==> config.mk <==
export PLATFORM = sky130hd
export DESIGN_NAME = mips_cache_fill
export DESIGN_NICKNAME = d
export VERILOG_FILES = /design/src/rtl/mips_cache_fill.sv
export SDC_FILE = /design/constraint.sdc
export NUM_CORES = 1
export LEC_CHECK = 0
export BUFFER_PORTS_ARGS = -buffer_cell sky130_fd_sc_hd__buf_2
export CAP_MARGIN = 40
export CORE_ASPECT_RATIO = 2
export CORE_MARGIN = 1.5
export CORE_UTILIZATION = 52
export DETAILED_ROUTE_END_ITERATION = 10
export GPL_ROUTABILITY_DRIVEN = 0
export PLACE_DENSITY = 0.84
export SKIP_LAST_GASP = 1
export SYNTH_ARGS = -nofsm -noshare
export SYNTH_HDL_FRONTEND = slang
export SYNTH_SLANG_ARGS = --single-unit
==> constraint.sdc <==
create_clock -name clk -period 2.2 [get_ports clk]
set_input_delay 0.33 -clock clk [delete_from_list [all_inputs] [get_ports clk]]
set_output_delay 0.33 -clock clk [all_outputs]
set_load 0.02 [all_outputs]
==> src/rtl/mips_cache_fill.sv <==
// Purpose: fill and write-through engine that sits between the 4-way data cache and an Avalon-MM memory.
// Latency: fill word returned 2+N cycles after the miss (N = read waitrequest cycles); a store reaches the bus 1 cycle after capture.
// Backpressure: mem_waitrequest holds the active request; wr_busy stalls the CPU store. MIPS_CACHE_FILL_WRBUF_EN selects posted (defined) or blocking writes.
module mips_cache_fill #(
  parameter int ADDR_W = 32
) (
  input  logic              clk,
  input  logic              rst,
  input  logic [ADDR_W-1:0] addr,
  input  logic              read_en,
  input  logic              write_en,
  input  logic [31:0]       writedata,
  input  logic [3:0]        byte_en,
  input  logic              stall,
  output logic [31:0]       data_in,
  output logic              data_valid,
  output logic              wr_busy,
  output logic [ADDR_W-1:0] mem_address,
  output logic              mem_read,
  output logic              mem_write,
  output logic [31:0]       mem_writedata,
  output logic [3:0]        mem_byteenable,
  input  logic              mem_waitrequest,
  input  logic [31:0]       mem_readdata
);

  typedef enum logic [1:0] {
    S_IDLE  = 2'd0,
    S_DRAIN = 2'd1,
    S_FILL  = 2'd2,
    S_RESP  = 2'd3
  } state_t;

  localparam logic [ADDR_W-1:0] WORD_MASK = {{(ADDR_W-2){1'b1}}, 2'b00};

  state_t            state_q, state_d;
  logic              wb_full_q, wb_full_d;
  logic [ADDR_W-1:0] wb_addr_q, wb_addr_d;
  logic [31:0]       wb_data_q, wb_data_d;
  logic [3:0]        wb_be_q, wb_be_d;
  logic [ADDR_W-1:0] fill_addr_q, fill_addr_d;
  logic [31:0]       data_in_q, data_in_d;

  logic drain_done;
  logic capture;

  // Store acceptance: the buffered entry finishing this edge frees the slot only in posted mode.
  always_comb begin
    drain_done = (state_q == S_DRAIN) && !mem_waitrequest;
`ifdef MIPS_CACHE_FILL_WRBUF_EN
    wr_busy = write_en & ~stall & wb_full_q & ~drain_done;
`else
    wr_busy = wb_full_q;
`endif
    capture = write_en & ~stall & ~wr_busy;
  end

  // Next state, write buffer and fill data; drain always beats fill so stores reach memory before a later load.
  always_comb begin
    state_d     = state_q;
    wb_full_d   = wb_full_q;
    wb_addr_d   = wb_addr_q;
    wb_data_d   = wb_data_q;
    wb_be_d     = wb_be_q;
    fill_addr_d = fill_addr_q;
    data_in_d   = data_in_q;

    case (state_q)
      S_IDLE: begin
        // A store captured this edge goes straight to the bus next cycle.
        if (wb_full_q || capture) begin
          state_d = S_DRAIN;
        end else if (stall && (read_en || write_en)) begin
          fill_addr_d = addr & WORD_MASK;
          state_d     = S_FILL;
        end
      end
      S_DRAIN: begin
        if (!mem_waitrequest) begin
          wb_full_d = 1'b0;
          state_d   = S_IDLE;
        end
      end
      S_FILL: begin
        if (!mem_waitrequest) begin
          data_in_d = mem_readdata;
          state_d   = S_RESP;
        end
      end
      S_RESP: begin
        state_d = S_IDLE;
      end
      default: begin
        state_d = S_IDLE;
      end
    endcase

    // A capture on the drain-complete edge refills the slot: set wins over clear.
    if (capture) begin
      wb_full_d = 1'b1;
      wb_addr_d = addr & WORD_MASK;
      wb_data_d = writedata;
      wb_be_d   = byte_en;
    end
  end

  // State and datapath registers; reset abandons any bus transaction in flight.
  always_ff @(posedge clk or negedge rst) begin
    if (!rst) begin
      state_q     <= S_IDLE;
      wb_full_q   <= 1'b0;
      wb_addr_q   <= '0;
      wb_data_q   <= '0;
      wb_be_q     <= '0;
      fill_addr_q <= '0;
      data_in_q   <= '0;
    end else begin
      state_q     <= state_d;
      wb_full_q   <= wb_full_d;
      wb_addr_q   <= wb_addr_d;
      wb_data_q   <= wb_data_d;
      wb_be_q     <= wb_be_d;
      fill_addr_q <= fill_addr_d;
      data_in_q   <= data_in_d;
    end
  end

  // Bus and cache outputs decode straight from state so they drop the moment reset asserts.
  always_comb begin
    mem_read       = (state_q == S_FILL);
    mem_write      = (state_q == S_DRAIN);
    mem_address    = (state_q == S_DRAIN) ? wb_addr_q : fill_addr_q;
    mem_writedata  = wb_data_q;
    mem_byteenable = wb_be_q;
    data_valid     = (state_q == S_RESP);
    data_in        = data_in_q;
  end

endmodule

After elaboration in Yosys (flattened, before gate mapping)
Cells that the tools add are included.
{ "totals": {"regBits": 131, "output_inout_bits": 104} }
{ "classes": {"eq_ne": 7, "n_mux": 9, "n_bitwise": 6, "n_reduce_logical": 9} }
{ "op_table": {"columns": ["cell", "count"], "rows": [
  ["two-way mux 32 bit", 1],
  ["two-way mux 2 bit", 4],
  ["case mux 2 bit (4 select lines)", 1],
  ["AND reduction 3 bit", 2],
  ["== test 2 bit, second input constant", 2],
  ["!= test 2 bit, second input constant", 2],
  ["inverter 1 bit", 4],
  ["AND reduction 2 bit", 2],
  ["two-way mux 1 bit", 3],
  ["!= test 3 bit, second input constant", 1],
  ["bitwise AND 1 bit", 2],
  ["== test 2 x 1 -> 1 bit, second input constant", 1],
  ["zero test 2 bit", 1],
  ["logical OR 1 bit", 2],
  ["!= test 2 x 1 -> 1 bit, second input constant", 1],
  ["nonzero test 2 bit", 1],
  ["logical AND 1 bit", 1]
]} }

Depth between registers and ports, before layout
Gate-level depths: netlist of run 1.
{ "depth": {"word_depth": 6, "mapped_depth": 5} }

Least setup slack after synthesis of run 1
OpenSTA, ideal clock, no wires.
{ "synth_path": {"path_kind": "register to output", "startpoint": "register state_q[0]", "endpoint": "output port mem_address[19]", "t_arrival_ns": 1.354, "required_ns": 1.870, "path_slack_ns": 0.516, "stages_incl_launch_ff": 5, "n_path_buf": 2, "cell_sequence": "dfrtp_1 -> nor2b_1 -> buf_2 -> buf_2 -> mux2_2"} }
{ "synth_via": {"elab_chain_cells": 2} }
{ "synth_lines": {"columns": ["element", "line_no", "rtl"], "rows": [
  ["start: declaration", "36", "state_t state_q, state_d;"],
  ["start signal: assignment", "118", "state_q <= state_d;"],
  ["== test 2 x 1 -> 1 bit", null, null],
  ["net mem_write", "20", "output logic mem_write,"],
  ["two-way mux 32 bit", "132", "mem_address = (state_q == S_DRAIN) ? wb_addr_q : fill_addr_q;"],
  ["end: declaration", "18", "output logic [ADDR_W-1:0] mem_address,"]
]} }
The timed path passes the listed nets, and every way through them passes these cells.

Final worst setup path of run 1
{ "layout_path": {"startpoint": "register state_q[0]", "endpoint": "output port mem_address[6]"} }
{ "layout_via": {"elab_chain_cells": 2} }
{ "layout_lines": {"columns": ["element", "line_no"], "rows": [
  ["== test 2 x 1 -> 1 bit", "132"],
  ["two-way mux 32 bit", "132"]
]} }
Every way passes these cells.

==> qor.yml, run 1 <==
outcome: "completed"
end_kind: "primary output"
clkLatencyLatePin_ps: 400
path_class: "register to primary output"
switching_share_pct: 36.5
first_iter_violations: 71
avgViaCountPerCell: 5.06
clock-sinks: 131
grt-ovfl-total: 0
synth_top_cell_by_area: "dfrtp_1"
holdBufCountCts: 0
syn_inst: 326
mappedNetlistArea_sq_um: 5350
cp_max_fo: 12
powerDensity_nw_per_um2: 1690
synth_most_common_cell: "dfrtp_1"
h-tree-depth: 4
port_buffers: 205
synthTopCellsByCount: "dfrtp_1, mux2_2, mux2_1, buf_2, buf_4"
dpl_cell_area_sq_um: 6490
skew_ps: 9.12
cts-root-buf: "clkbuf_16"
leakagePower_uw: 0.00338
cts_buffers: 17
start_kind: "register"
pwr-share-comb_pct: 42.5
max-vdd-ir-drop_v: 0.000977
wirelength_mm: 11.1
syn2layout_area_growth_pct: 31.8
die_w_um: 74.7
hp-class: "input port to asynchronous set/reset pin"
final_area_sq_um: 7050
cts.clk_slew.worst_paths_ps: 60
cts_tree: "yes"
ys_ff_latch: 131
yosysTopAreaCellShare_pct: 61.3
holdWs_ps: 20.7
final-hold-violation-count: 0
num_rows: 52
p_int_uw: 7560
power_frac_seq_pct: 35.6
period_share_pct: 95.9
worstPathArrival_ps: 1780
start_util_pct: 53.1
tns_ps: 0
nNetsFinal: 645
synthArstFlopShare_pct: 100
drc: 0
vias: 3478
grt_pass1_wl_mm: 18.1
setup_viol: 0
rsz0062_at_grt: "yes"
dr.pass1.iters: 4
place_hpwl_mm: 8.04
pwr-share-clk_pct: 21.8
grtUsageTotal_pct: 22.0
synthFlopType: "dfrtp_1"
fmax_mhz: 474
fp.dieArea_sq_um: 10900
worst_pin_slew_ps: 692
core_sq_um: 10100
cp.required_ps: 1870
synth_edf_count: 0
synth.distinct_cells: 20
grt_start_max_net_pins: 132
yosysWarnings: 0
clockBufferDepth: 2
yosysSeqAreaShare_pct: 61.3
max_cap_violations: 0
die_h_um: 146
post_drt_wl_per_cell_um: 16.2
max-slew-margin-rel_pct: 53.9
drive_gt1_share_pct: 67.7
antenna_found_initial: 1
grt_pass1_vias: 3953
avgSynthCellArea_sq_um: 16.4
slew_viol_final: 0
ant_nets: 0
ios: 210
ys_top_cells_by_area: "dfrtp_1, mux2_2, mux2_1"
min_period_ps: 2110
netSwitchingPower_uw: 4350
layout make-up:
type | instances | area [sq um]
multi-input cells | 176 | 1930
clock inverters | 9 | 81.3
well taps | 135 | 169
diodes | 1 | 2.50
clock buffers | 22 | 474
fillers | 681 | 3030
flip-flops and latches | 131 | 3280
repair buffers | 213 | 1120
per-stage QoR:
step / total power (uW) / instances / util, % / worst slack (ps)
after floorplan: 7640 / 327 / - / 516
after global placement: 9160 / 655 / 64.3 / 379
after detailed placement: 9380 / 655 / 64.3 / 356
after CTS: 12000 / 686 / 69.9 / 39.7
after global routing: 12600 / 687 / 69.9 / -1.35
final: 11900 / 687 / 69.9 / 89.6
logic make-up (layout without fill, tap and decap cells):
family,Yosys count,count (layout),synth area share (%)
buffers and inverters,20,244,3.20
AO/OA/AOI/OAI,3,3,0.444
flip-flops,131,131,61.3
multiplexers,158,158,33.3
AND/OR/NAND/NOR,13,13,1.75
other,1,3,0.0701
cells in the final DEF (no fill, tap or decap):
master | synthesis | final
buf_2 | 8 | 204
dfrtp_1 | 131 | 129
mux2_2 | 124 | 124
mux2_1 | 34 | 34
clkbuf_16 | 0 | 17
buf_4 | 8 | 6
clkinv_2 | 0 | 4
nand2b_1 | 3 | 3
clkbuf_8 | 0 | 3
clkinvlp_4 | 0 | 3
nor2b_4 | 1 | 2
nor2b_1 | 3 | 2
conb_1 | 1 | 2
clkbuf_1 | 0 | 2
buf_12 | 3 | 2
dfrtp_2 | 0 | 2
diode_2 | 0 | 1
nor2b_2 | 1 | 1
and2_1 | 1 | 1
nor2_4 | 0 | 1
nor3_1 | 1 | 1
a221oi_1 | 1 | 1
nor2_1 | 1 | 1
nor4_4 | 0 | 1
o21bai_1 | 1 | 1
a21o_1 | 1 | 1
bufinv_16 | 0 | 1
clkinv_4 | 0 | 1
buf_6 | 1 | 1
path summary, 6_finish.rpt:
path	from	to	slack, ps	depth (start not counted)
max reg2reg	wr_busy	fill_addr_q[28]	490	4
max	state_q[0]	mem_address[6]	90	4
min in group clk	mem_readdata[14]	data_in[14]	140	2
min	rst	data_in[24]	20	2
max in group asynchronous	rst	data_in[7]	1640	2
min reg2reg	data_in[4]	data_in[4]	480	1
power by group through the flow:
stage | logic (uW) | registers, uW | clock network (uW)
after detailed placement | 5110 | 4280 | 0
after global routing | 5390 | 4430 | 2780
after global placement | 5000 | 4160 | 0
after floorplan | 2700 | 4950 | 0
after CTS | 5130 | 4250 | 2660
final | 5060 | 4240 | 2600
sequential cells by signal, summed over array words and instances, names as in the netlist:
register / flops
data_in: 32
mem_byteenable: 4
wb_addr_q: 30
mem_writedata: 32
wr_busy: 1
fill_addr_q: 30
state_q: 2
routing by layer:
metal,vias to the layer above,wire (um),part of all wire [%],global-route usage (%)
met1,1723,3830,34,22.5
met2,150,6300,57,38.7
met3,31,592,5.3,5.87
met4,0,416,3.7,12.3
met5,-,0,0,0
li1,1574,-,-,-
critical path, stage by stage (launching register included):
cell,delay [ps]
dfrtp_2,430
nor2b_4,180
buf_4,240
mux2_2,360
buf_2,160
what timing repair did:
action / in CTS / in global routing
endpoints found under the setup margin: 21 / 30
setup buffers: 0 / 0
gates resized for setup: 2 / 1
(Power assumes the default switching activity.)
==> run 2, diff against run 1 <==
GPL_TIMING_DRIVEN = 0   (was not set)
==> run 2 against run 1 <==
Sequential power about the same; register-to-register slack better by 30 ps; hold slack better by 120 ps; count of clock-buffer cells in the layout grew 1; global-route usage increased by 1.1 points; total power grew 1.6%; die area did not move; clock power about the same; clock skew fell by 2.0 ps; via count grew 2.2%; sequential cell count unchanged; critical path type unchanged; critical endpoint is now mem_address[7]; highest routed layer unchanged.
==> qor.yml, run 2 (synthesis gave the netlist of run 1 again) <==
outcome: "completed"
period_share_pct: 95.8
die_w_um: 74.7
path_class: "register to primary output"
cts-root-buf: "clkbuf_16"
avgViaCountPerCell: 5.04
p_int_uw: 7680
rsz0062_at_grt: "no"
stdcell_count: 705
fp.dieArea_sq_um: 10900
layout_commonest_cell: "buf_2"
worstPathArrival_ps: 1780
final-hold-violation-count: 0
clockBufferDepth: 2
switching_share_pct: 36.5
grt_pass1_wl_mm: 18.8
post_drt_wl_per_cell_um: 16.6
place_hpwl_mm: 8.53
vias: 3555
cts_tree: "yes"
max-vdd-ir-drop_v: 0.00121
power_frac_seq_pct: 35.0
drive_gt1_share_pct: 68.2
wirelength_mm: 11.7
clock-sinks: 131
max_cap_violations: 0
grt-ovfl-total: 0
grt_start_max_net_pins: 99
cts_buffers: 17
leakagePower_uw: 0.00348
fmax_mhz: 474
ios: 210
grt_pass1_vias: 4015
placedCellCount: 668
cp_max_fo: 10
multi_input_area_sq_um: 1900
final_util_pct: 71.5
drc: 0
antenna_found_initial: 1
port_buffers: 205
dr.pass1.iters: 6
start_kind: "register"
first_iter_violations: 70
layout_common_cells: "buf_2, dfrtp_1, mux2_2"
pre_cts_ws_ps: 253
skew_ps: 7.17
hp-class: "input port to register"
cts.clk_slew.worst_paths_ps: 60
dpl_cell_area_sq_um: 6580
holdWs_ps: 141
pwr-share-clk_pct: 21.6
final_area_sq_um: 7210
num_rows: 52
cp.required_ps: 1870
setup_viol: 0
h-tree-depth: 4
min_period_ps: 2110
die_h_um: 146
ant_nets: 0
start_util_pct: 53.1
core_sq_um: 10100
setup_slack_ps: 91.6
nNetsFinal: 662
clkLatencyLatePin_ps: 410
powerDensity_nw_per_um2: 1680
grtUsageTotal_pct: 23.1
end_kind: "primary output"
register_area_sq_um: 3280
pwr-share-comb_pct: 43.4
slew_viol_final: 0
syn2layout_area_growth_pct: 34.7
netSwitchingPower_uw: 4410
fillers: 699
[run 2: changes by cell type in the layout (fill, tap and decap cells not counted), moves of 2 or more]
cell,delta
buf_2,+4
buf_4,+6
buf_6,+2
buf_8,+2
[run 2: area by class of cell]
class	count	share of cell area, %
antenna	1	0.0347
buffer	20	2.78
clock buffer	23	6.63
clock inverter	9	1.11
multi-input combinational	176	26.4
sequential	131	45.5
tap	135	2.34
timing repair buffer	210	15.2
[run 2: worst paths after layout]
kind	from	depth (start not counted)	to	slack, ps
worst max-delay path	state_q[1]	5	mem_address[7]	90
worst min-delay path	mem_readdata[21]	2	data_in[21]	140
worst max register to register	wr_busy	4	fill_addr_q[18]	520
worst min register to register	data_in[3]	1	data_in[3]	480
max in group asynchronous	rst	3	fill_addr_q[30]	1030
min in group asynchronous	rst	2	data_in[24]	410
[run 2: power by group through the flow]
stage | Clock, uW | Sequential [uW] | Combinational, uW
CTS | 2670 | 4250 | 5230
floorplan | 0 | 4950 | 2700
global route | 2790 | 4390 | 5590
finish | 2610 | 4230 | 5250
global placement | 0 | 4150 | 5030
detailed placement | 0 | 4260 | 5150
[run 2: layer usage]
metal	track usage [%]	up-vias	routed length [um]
met5	0	-	0
met4	12.0	0	405
met3	7.04	30	625
met2	41.4	145	6750
met1	22.7	1773	3930
li1	-	1607	-
[run 2: critical path: stages (launching register included)]
cell	delay (ps)
dfrtp_2	410
nor2b_1	110
buf_4	170
buf_8	150
mux2_1	360
buf_2	170
[run 2: metrics by stage]
stage / total power (uW) / TNS (ps)
2_1_floorplan: 7640 / 0
3_3_place_gp: 9180 / -92720
3_5_place_dp: 9420 / 0
4_1_cts: 12100 / -137
5_1_grt: 12800 / 0
6_report: 12100 / 0
[run 2: timing repair]
item | CTS | global route
setup buffers | 0 | 3
resized for setup | 6 | 5
endpoints found under the hold margin | 33 | 0
hold buffers | 1 | 0
pin swaps | 0 | 0
setup endpoints to repair | 29 | 29
